[src/rtl/decode_round_scheduler.sv]
// Round sequencer for a decoder hub: issues round-start pulses and classifies each round
// as pass, fail or timeout. It also accumulates per-run statistics for host readout.
module decode_round_scheduler #(
  parameter int ITERATION_COUNTER_WIDTH = 8,
  parameter int RESET_THRESHOLD         = 100,
  parameter int INTER_ROUND_GAP         = 4,
  parameter int TIMEOUT_CYCLES          = 4096,
  parameter int MAX_ITERATIONS          = 255
) (
  input  logic                               clk,
  input  logic                               reset,
  input  logic                               enable,
  input  logic [31:0]                        num_tests,
  input  logic                               result_valid,
  input  logic                               deadlock,
  input  logic [ITERATION_COUNTER_WIDTH-1:0] iteration_counter,
  output logic                               new_round_start,
  output logic                               busy,
  output logic                               done,
  output logic [31:0]                        test_case,
  output logic [31:0]                        cycle_counter,
  output logic [31:0]                        last_cycles,
  output logic [1:0]                         last_status,
  output logic [31:0]                        pass_count,
  output logic [31:0]                        fail_count,
  output logic [31:0]                        timeout_count,
  output logic [2:0]                         state_o
);

  typedef enum logic [2:0] {
    S_WARMUP = 3'd0,
    S_IDLE   = 3'd1,
    S_START  = 3'd2,
    S_WAIT   = 3'd3,
    S_RECORD = 3'd4,
    S_GAP    = 3'd5,
    S_DONE   = 3'd6
  } state_t;

  localparam logic [1:0] ST_NONE    = 2'd0;
  localparam logic [1:0] ST_PASS    = 2'd1;
  localparam logic [1:0] ST_FAIL    = 2'd2;
  localparam logic [1:0] ST_TIMEOUT = 2'd3;

  state_t      state_q, state_d;
  logic [31:0] warm_q;
  logic [31:0] gap_q;
  logic [31:0] num_q;
  logic [31:0] test_case_q;
  logic [31:0] cycle_q;
  logic [31:0] last_cycles_q;
  logic [1:0]  last_status_q;
  logic [1:0]  outcome_q;
  logic [31:0] pass_q;
  logic [31:0] fail_q;
  logic [31:0] timeout_q;
  logic        rv_q;
  logic        start_q;
  logic        busy_q;
  logic        done_q;

  logic        rv_edge;
  logic [31:0] iter_ext;
  logic [1:0]  outcome;

  function automatic logic [31:0] sat_inc(input logic [31:0] v);
    return (v == 32'hFFFF_FFFF) ? v : v + 32'd1;
  endfunction

  // Round protocol: new_round_start is a one-cycle pulse. The hub answers with a rising
  // edge on result_valid (a level held over from the previous round never counts) or
  // asserts deadlock. If neither arrives within TIMEOUT_CYCLES, the watchdog closes the round.
  assign rv_edge  = result_valid && !rv_q;
  assign iter_ext = 32'(iteration_counter);

  always_comb begin
    outcome = ST_NONE;
    if (deadlock)
      outcome = ST_FAIL;
    else if (rv_edge && (iter_ext > 32'(MAX_ITERATIONS)))
      outcome = ST_FAIL;
    else if (rv_edge)
      outcome = ST_PASS;
    else if (cycle_q == 32'(TIMEOUT_CYCLES - 1))
      outcome = ST_TIMEOUT;
  end

  always_comb begin
    state_d = state_q;
    case (state_q)
      S_WARMUP: if (warm_q == 32'(RESET_THRESHOLD)) state_d = S_IDLE;
      S_IDLE:   if (enable) state_d = (num_tests != 32'd0) ? S_START : S_DONE;
      S_START:  state_d = S_WAIT;
      S_WAIT:   if (outcome != ST_NONE) state_d = S_RECORD;
      S_RECORD: state_d = S_GAP;
      S_GAP: begin
        if (gap_q == 32'(INTER_ROUND_GAP - 1))
          state_d = ((test_case_q == num_q) || !enable) ? S_DONE : S_START;
      end
      S_DONE:   if (!enable) state_d = S_IDLE;
      default:  state_d = S_WARMUP;
    endcase
  end

  always_ff @(posedge clk or negedge reset) begin
    if (!reset) begin
      state_q       <= S_WARMUP;
      warm_q        <= '0;
      gap_q         <= '0;
      num_q         <= '0;
      test_case_q   <= '0;
      cycle_q       <= '0;
      last_cycles_q <= '0;
      last_status_q <= ST_NONE;
      outcome_q     <= ST_NONE;
      pass_q        <= '0;
      fail_q        <= '0;
      timeout_q     <= '0;
      rv_q          <= 1'b0;
      start_q       <= 1'b0;
      busy_q        <= 1'b0;
      done_q        <= 1'b0;
    end else begin
      state_q <= state_d;
      rv_q    <= result_valid;
      // Flag outputs are decoded from the next state so they line up with state_q.
      start_q <= (state_d == S_START);
      busy_q  <= (state_d == S_START) || (state_d == S_WAIT) ||
                 (state_d == S_RECORD) || (state_d == S_GAP);
      done_q  <= (state_d == S_DONE);

      case (state_q)
        S_WARMUP: warm_q <= sat_inc(warm_q);
        S_IDLE: begin
          if (state_d == S_START) begin
            num_q         <= num_tests;
            test_case_q   <= '0;
            pass_q        <= '0;
            fail_q        <= '0;
            timeout_q     <= '0;
            last_status_q <= ST_NONE;
          end
        end
        S_START: begin
          test_case_q <= sat_inc(test_case_q);
          cycle_q     <= '0;
        end
        S_WAIT: begin
          // Freeze the counter on the deciding cycle so it reports the round latency.
          if (outcome == ST_NONE)
            cycle_q <= sat_inc(cycle_q);
          else
            outcome_q <= outcome;
        end
        S_RECORD: begin
          last_cycles_q <= cycle_q;
          last_status_q <= outcome_q;
          gap_q         <= '0;
          case (outcome_q)
            ST_PASS: pass_q <= sat_inc(pass_q);
            ST_FAIL: fail_q <= sat_inc(fail_q);
            ST_TIMEOUT: begin
              fail_q    <= sat_inc(fail_q);
              timeout_q <= sat_inc(timeout_q);
            end
            default: ;
          endcase
        end
        S_GAP: gap_q <= sat_inc(gap_q);
        default: ;
      endcase
    end
  end

  assign new_round_start = start_q;
  assign busy            = busy_q;
  assign done            = done_q;
  assign test_case       = test_case_q;
  assign cycle_counter   = cycle_q;
  assign last_cycles     = last_cycles_q;
  assign last_status     = last_status_q;
  assign pass_count      = pass_q;
  assign fail_count      = fail_q;
  assign timeout_count   = timeout_q;
  assign state_o         = state_q;

endmodule

[config.mk]
export PLATFORM = sky130hd
export DESIGN_NAME = decode_round_scheduler
export DESIGN_NICKNAME = d
export VERILOG_FILES = /design/src/rtl/decode_round_scheduler.sv
export SDC_FILE = /design/constraint.sdc
export NUM_CORES = 1
export LEC_CHECK = 0
export CORE_MARGIN = 1
export CORE_UTILIZATION = 31
export CTS_CLUSTER_SIZE = 28
export DETAILED_ROUTE_END_ITERATION = 12
export PLACE_DENSITY = 0.57
export SYNTH_ARGS = -nofsm -noshare
export SYNTH_HDL_FRONTEND = slang
export SYNTH_SLANG_ARGS = --single-unit
[constraint.sdc]
create_clock -name clk -period 3.8 [get_ports clk]
set_input_delay 0.38 -clock clk [delete_from_list [all_inputs] [get_ports clk]]
set_output_delay 0.38 -clock clk [all_outputs]
set_load 0.02 [all_outputs]
Word-level counts from Yosys, hierarchy flattened. Cells that the tools add are included.

$add $sub $neg: 7. $lt $le $gt $ge: 1. Equality and inequality tests: 36. Muxes and demuxes: 31. Bitwise gates (word level): 2. Reduce and logical (&&, ||, !) cells: 27.

Operator list (number): $pmux W32 S2 (6); $mux W32 (11); $add A32 B1 Y32 const B (7); $eq A32 B32 Y1 const B (7); $eq A32 B12 Y1 const B (1); $eq A32 B2 Y1 const B (1); $eq A32 B32 Y1 (1); $eq A32 B7 Y1 const B (1); $reduce_bool A32 Y1 (1); $mux W3 (7); $pmux W3 S7 (1); $ne A2 B2 Y1 const B (10); $eq A3 B3 Y1 const B (6); $eq A3 B2 Y1 const B (4); $reduce_and A4 Y1 (3); $mux W2 (5); $reduce_and A2 Y1 (5); $reduce_bool A2 Y1 (5); $gt A8 B8 Y1 const B (1); $reduce_and A3 Y1 (2); $eq A2 B2 Y1 const B (2); $logic_or A1 B1 Y1 (4); $pmux W2 S2 (1); $eq A3 B1 Y1 const B (1); 8 further kinds (11).

Register bits after elaboration: 299. Bits of input ports: 45. Output and inout bits: 200. Logic and storage cells: 120.

Longest topological paths before layout.
Depth after elaboration: 12. Mapped depth: 10. Mapped depth without buffers: 8.

Least setup slack after synthesis. OpenSTA, ideal clock, no wires.

Path type: reg2reg. Start: register pass_q[0] (netlist: pass_count[0]). End: register pass_q[17] (netlist: pass_count[17]). Library setup time: 110 ps. Arrival time: 2483 ps. Required time: 3690 ps. Path slack: 1207 ps. Cell stages (with the launch flop): 10. Path buffers: 1. Period minus slack after synthesis: 2593 ps. Cell sequence: dfrtp_1 > ha_1 > and4_1 > or4b_4 > nor3_4 > a31oi_2 > nor2_2 > buf_2 > o21ai_0 > o41ai_1.

Cells in the longest elaborated chain, start to end: 4. Elaborated cells on any way between the ends: 7. Those cells by class: add/sub (1); eq/ne (2); mux (3); reduce/logical (1).

Ends and longest elaborated chain: from (decl) (line 54) `logic [31:0] pass_q;`; from (signal assigned) (line 160) `ST_PASS: pass_q <= sat_inc(pass_q);`; $add A32 B1 Y32 (line 67) `return (v == 32'hFFFF_FFFF) ? v : v + 32'd1;`; $mux W32 (line 67); $mux W32 (line 159) `case (outcome_q)`; $pmux W32 S2 (line 132) `case (state_q)`.

Parallel ways exist; a longest one is shown, timed or not. The select of a mux whose other input is x is not followed. A chain may end at the register's enable or synchronous reset.

Worst setup path in the final report.
Start: register test_case_q[15] (netlist: test_case[15]). End: register test_case_q[30] (netlist: test_case[30]).

Cells in the longest elaborated chain, start to end: 8. Elaborated cells on any way between the ends: 13. Those cells by class: add/sub (1); eq/ne (5); mux (5); reduce/logical (2).

Ends and longest elaborated chain: from (decl) (line 49) `logic [31:0] test_case_q;`; from (signal assigned) (line 145) `test_case_q <= sat_inc(test_case_q);`; $eq A32 B32 Y1 (line 98) `state_d = ((test_case_q == num_q) || !enable) ? S_DONE : S_START;`; $logic_or A1 B1 Y1 (line 98); $mux W3 (line 98); $mux W3 (line 97) `if (gap_q == 32'(INTER_ROUND_GAP - 1))`; $pmux W3 S7 (line 90) `case (state_q)`; $eq A3 B2 Y1 (line 135) `if (state_d == S_START) begin`; $ne A2 B2 Y1 (no line); $reduce_and A3 Y1 (no line).

Parallel ways exist; a longest one is shown, timed or not. The select of a mux whose other input is x is not followed.

==> impl_results.md <==
- Pwr dens: 566.6 mW/mm^2
- Measured slew at the worst slew-check pin: 1.023 ns
- Clk Latency, worst-skew pair: 0.54 ns
- Worst hold stages: 1
- Worst path required time: 4.25 ns
- TritonCTS buffer count: 36
- Worst-case reg-to-reg path depth: 7
- Share of layout cells above drive strength 1: 5.481%
- Commonest non-fill, non-tap cell in the layout: nand2_1
- Multiplexer area fraction after synthesis: 0.4010%
- Critical path arrival: 3.62 ns
- Outcome: finished clean
- Post-CTS sizing: 0
- Fillers: 4898
- Layout Area Growth over Synthesis: 28.11%
- Post-synthesis cell area: 0.01529 sq mm
- Syn Area/Cell: 8.676 sq um
- Worst Path Max Fanout: 26
- Yosys top cell by area: dfrtp_1
- Slew Viols, Final: 0
- Post-route cell area: 0.01959 sq mm
- Leakage: 8.286 nW
- Gate Count Post-Synth: 1762
- Reg area: 0.007482 sq mm
- Seq cells post-synth: 299
- Tot Pwr: 11.10 mW
- Routed WL: 45680 microns
- Main flop type after synthesis: dfrtp_1
- Post-route ant nets: 0
- Clock Path Buffers: 3
- Die H: 224.1 microns
- Max Freq: 316.4 MHz
- Post-synth top area share: 48.94%
- Ys async rst share: 100.0%
- EDFF count, synth: 0
- DR vias: 13936
- Area of the multi-input gates: 0.007422 sq mm
- Largest net degree at the start of global routing: 91
- DRC: 0
- Synthesized Nets: 1815
- Total number of H-tree levels: 2
- Ports: 245
- Placed Area: 0.01843 sq mm
- Max-cap violations: 0
- Relative slew slack: 31.65%
- Vias per cell: 5.218
- Synth area leaders: dfrtp_1 (49%), nand2_1 (8.4%), o21ai_0 (5.7%)
- Initial antenna violation count: 2
- Post-Synth Simple-Gate Area: 27.93%
- Final setup fails: 0
- Setup crit start kind: register
- Unrepaired setup endpoints after global routing: no
- IO buf count: 236
- Netlist cell types: 70
- Skew final: 0.01551 ns
- 1st-pass router iterations: 5
- Worst hold path type: in -> reg
- Hpwl dp: 31770 microns
- Crit path time final: 3.160 ns
- VDD IR-drop max: 247.7 uV
- Largest family of logic cells by synthesized area: simple AND/OR/NAND/NOR gates
- Post-Synth XOR/XNOR Area: 5.443%
- Die Area: 0.05021 sq mm
- Most frequent cells in the layout: nand2_1 (341), dfrtp_1 (299), clkdlybuf4s50_1 (235), o21ai_0 (173), nor2_1 (160)
- Hold slack final: 0.3174 ns
- Adder-cell area share of the yosys netlist: 0.6548%
- GRT Total Usage: 17.94%
- Rows: 81
- First-pass GRT wire length: 72240 microns
- Critical path class: reg -> reg
- YS warnings: 0
- Core Util, Final: 40.18%
- Starting Density: 31.36%
- Nets@finish: 2039
- Core area: 0.04875 sq mm
- Wirelength per Cell: 17.10 microns
- Die Span X: 224.1 microns
- Final Hold Vio Count: 0
- # clock sinks: 299
- Final Wtd Congestion: 0.8361
- Flop-to-flop setup slack: 0.64 ns
- Vias in the first global route: 12994
- Initial DRC count: 1098
- Antenna cells: 0
- CTS tree: yes
- Tcrit/Tclk final: 83.17%
- Synth Area in Compound Gates: 13.91%
- GRT overflow: 0
- Setup TNS: 0 ns
- Sequential area share after synthesis: 48.94%
- Post-CTS Setup Inserts: 0
- Crit end category: register
- Clk slew on worst S/H paths: 0.06 ns
- Root Buffer: clkbuf_16
==> registers in the layout (all words and copies together), names as in the netlist <==
signal and flops:
fail_count 32, last_status 2, warm_q 32, gap_q 32, outcome_q 2, new_round_start 1
done 1, num_q 32, test_case 32, pass_count 32, cycle_counter 32, timeout_count 32
state_o 3, rv_q 1, busy 1, last_cycles 32
==> power breakdown <==
group	switching (mW)	leakage, nW	internal, mW
registers	0.654	4.07	3.74
clock network	1.34	0.559	2.08
logic	2.00	3.65	1.28
total	4.00	8.29	7.10
==> layer usage <==
layer,vias up,GRT usage [%],part of all wire (%)
met1,6759,24.53,45
met2,369,28.28,46
met3,78,4.001,5.4
li1,6726,-,-
met4,4,5.214,2.6
met5,-,0,0.059
==> cells in the mapped netlist (all sizes together) (5+ instances only) <==
master and instances:
clkbuf 51, inv 23, and3 43, o31ai 26, nand3 88, nor4 50, ha 8, buf 26
xor2 53, or4 11, and2 16, o211ai 6, a31oi 39, nor3 33, nand2 343, o21ai 195
nand4 76, and4 12, nor2 164, mux2i 5, a21oi 80, or3 25, xnor2 42, dfrtp 299
or2 6
==> final cells by class <==
class	count	share of cell area, %
clock buffers	53	5.290
flip-flops and latches	299	38.20
inverters	23	0.4408
repair buffers	263	13.39
well taps	664	4.242
multi-input cells	1363	37.90
clock inverters	6	0.5366
==> critical path, cell delays in order, from the launching register on <==
cell and delay, ns:
dfrtp_1 0.45, nand2_1 0.14, or4_4 0.61, nor4_4 0.54, a41oi_4 0.40, nor2_4 0.63
o21ai_0 0.20, o21ai_0 0.10
==> through the flow <==
step | setup WS [ns] | instances
final | 0.6397 | 2671
after global routing | 0.4320 | 2671
after CTS | 0.6574 | 2671
after detailed placement | 0.6004 | 2611
after global placement | 0.6672 | 2611
after floorplan | 1.207 | 1762
==> path summary, 6_finish.rpt <==
path,from,end
hold / removal,result_valid,rv_q
min in group asynchronous,reset,fail_count[11]
hold reg to reg,last_cycles[14],last_cycles[14]
max in group asynchronous,reset,warm_q[22]
setup reg to reg,test_case[15],test_case[30]
setup / recovery,test_case[15],test_case[30]
==> kinds of logic (layout without fill, tap and decap cells) <==
logic type	count (synthesis)	count (layout)
AO/OA/AOI/OAI	371	371
XOR/XNOR	95	95
adder cells (fa/ha/maj)	8	8
buffers and inverters	100	345
flip-flops	299	299
multiplexers	6	6
AND/OR/NAND/NOR	883	883
==> repair_timing <==
item	in CTS	in global routing
setup endpoints to repair	0	0
hold endpoints to repair	86	0
hold buffers	1	0
Note: power is estimated with default switching activity, not from simulation.
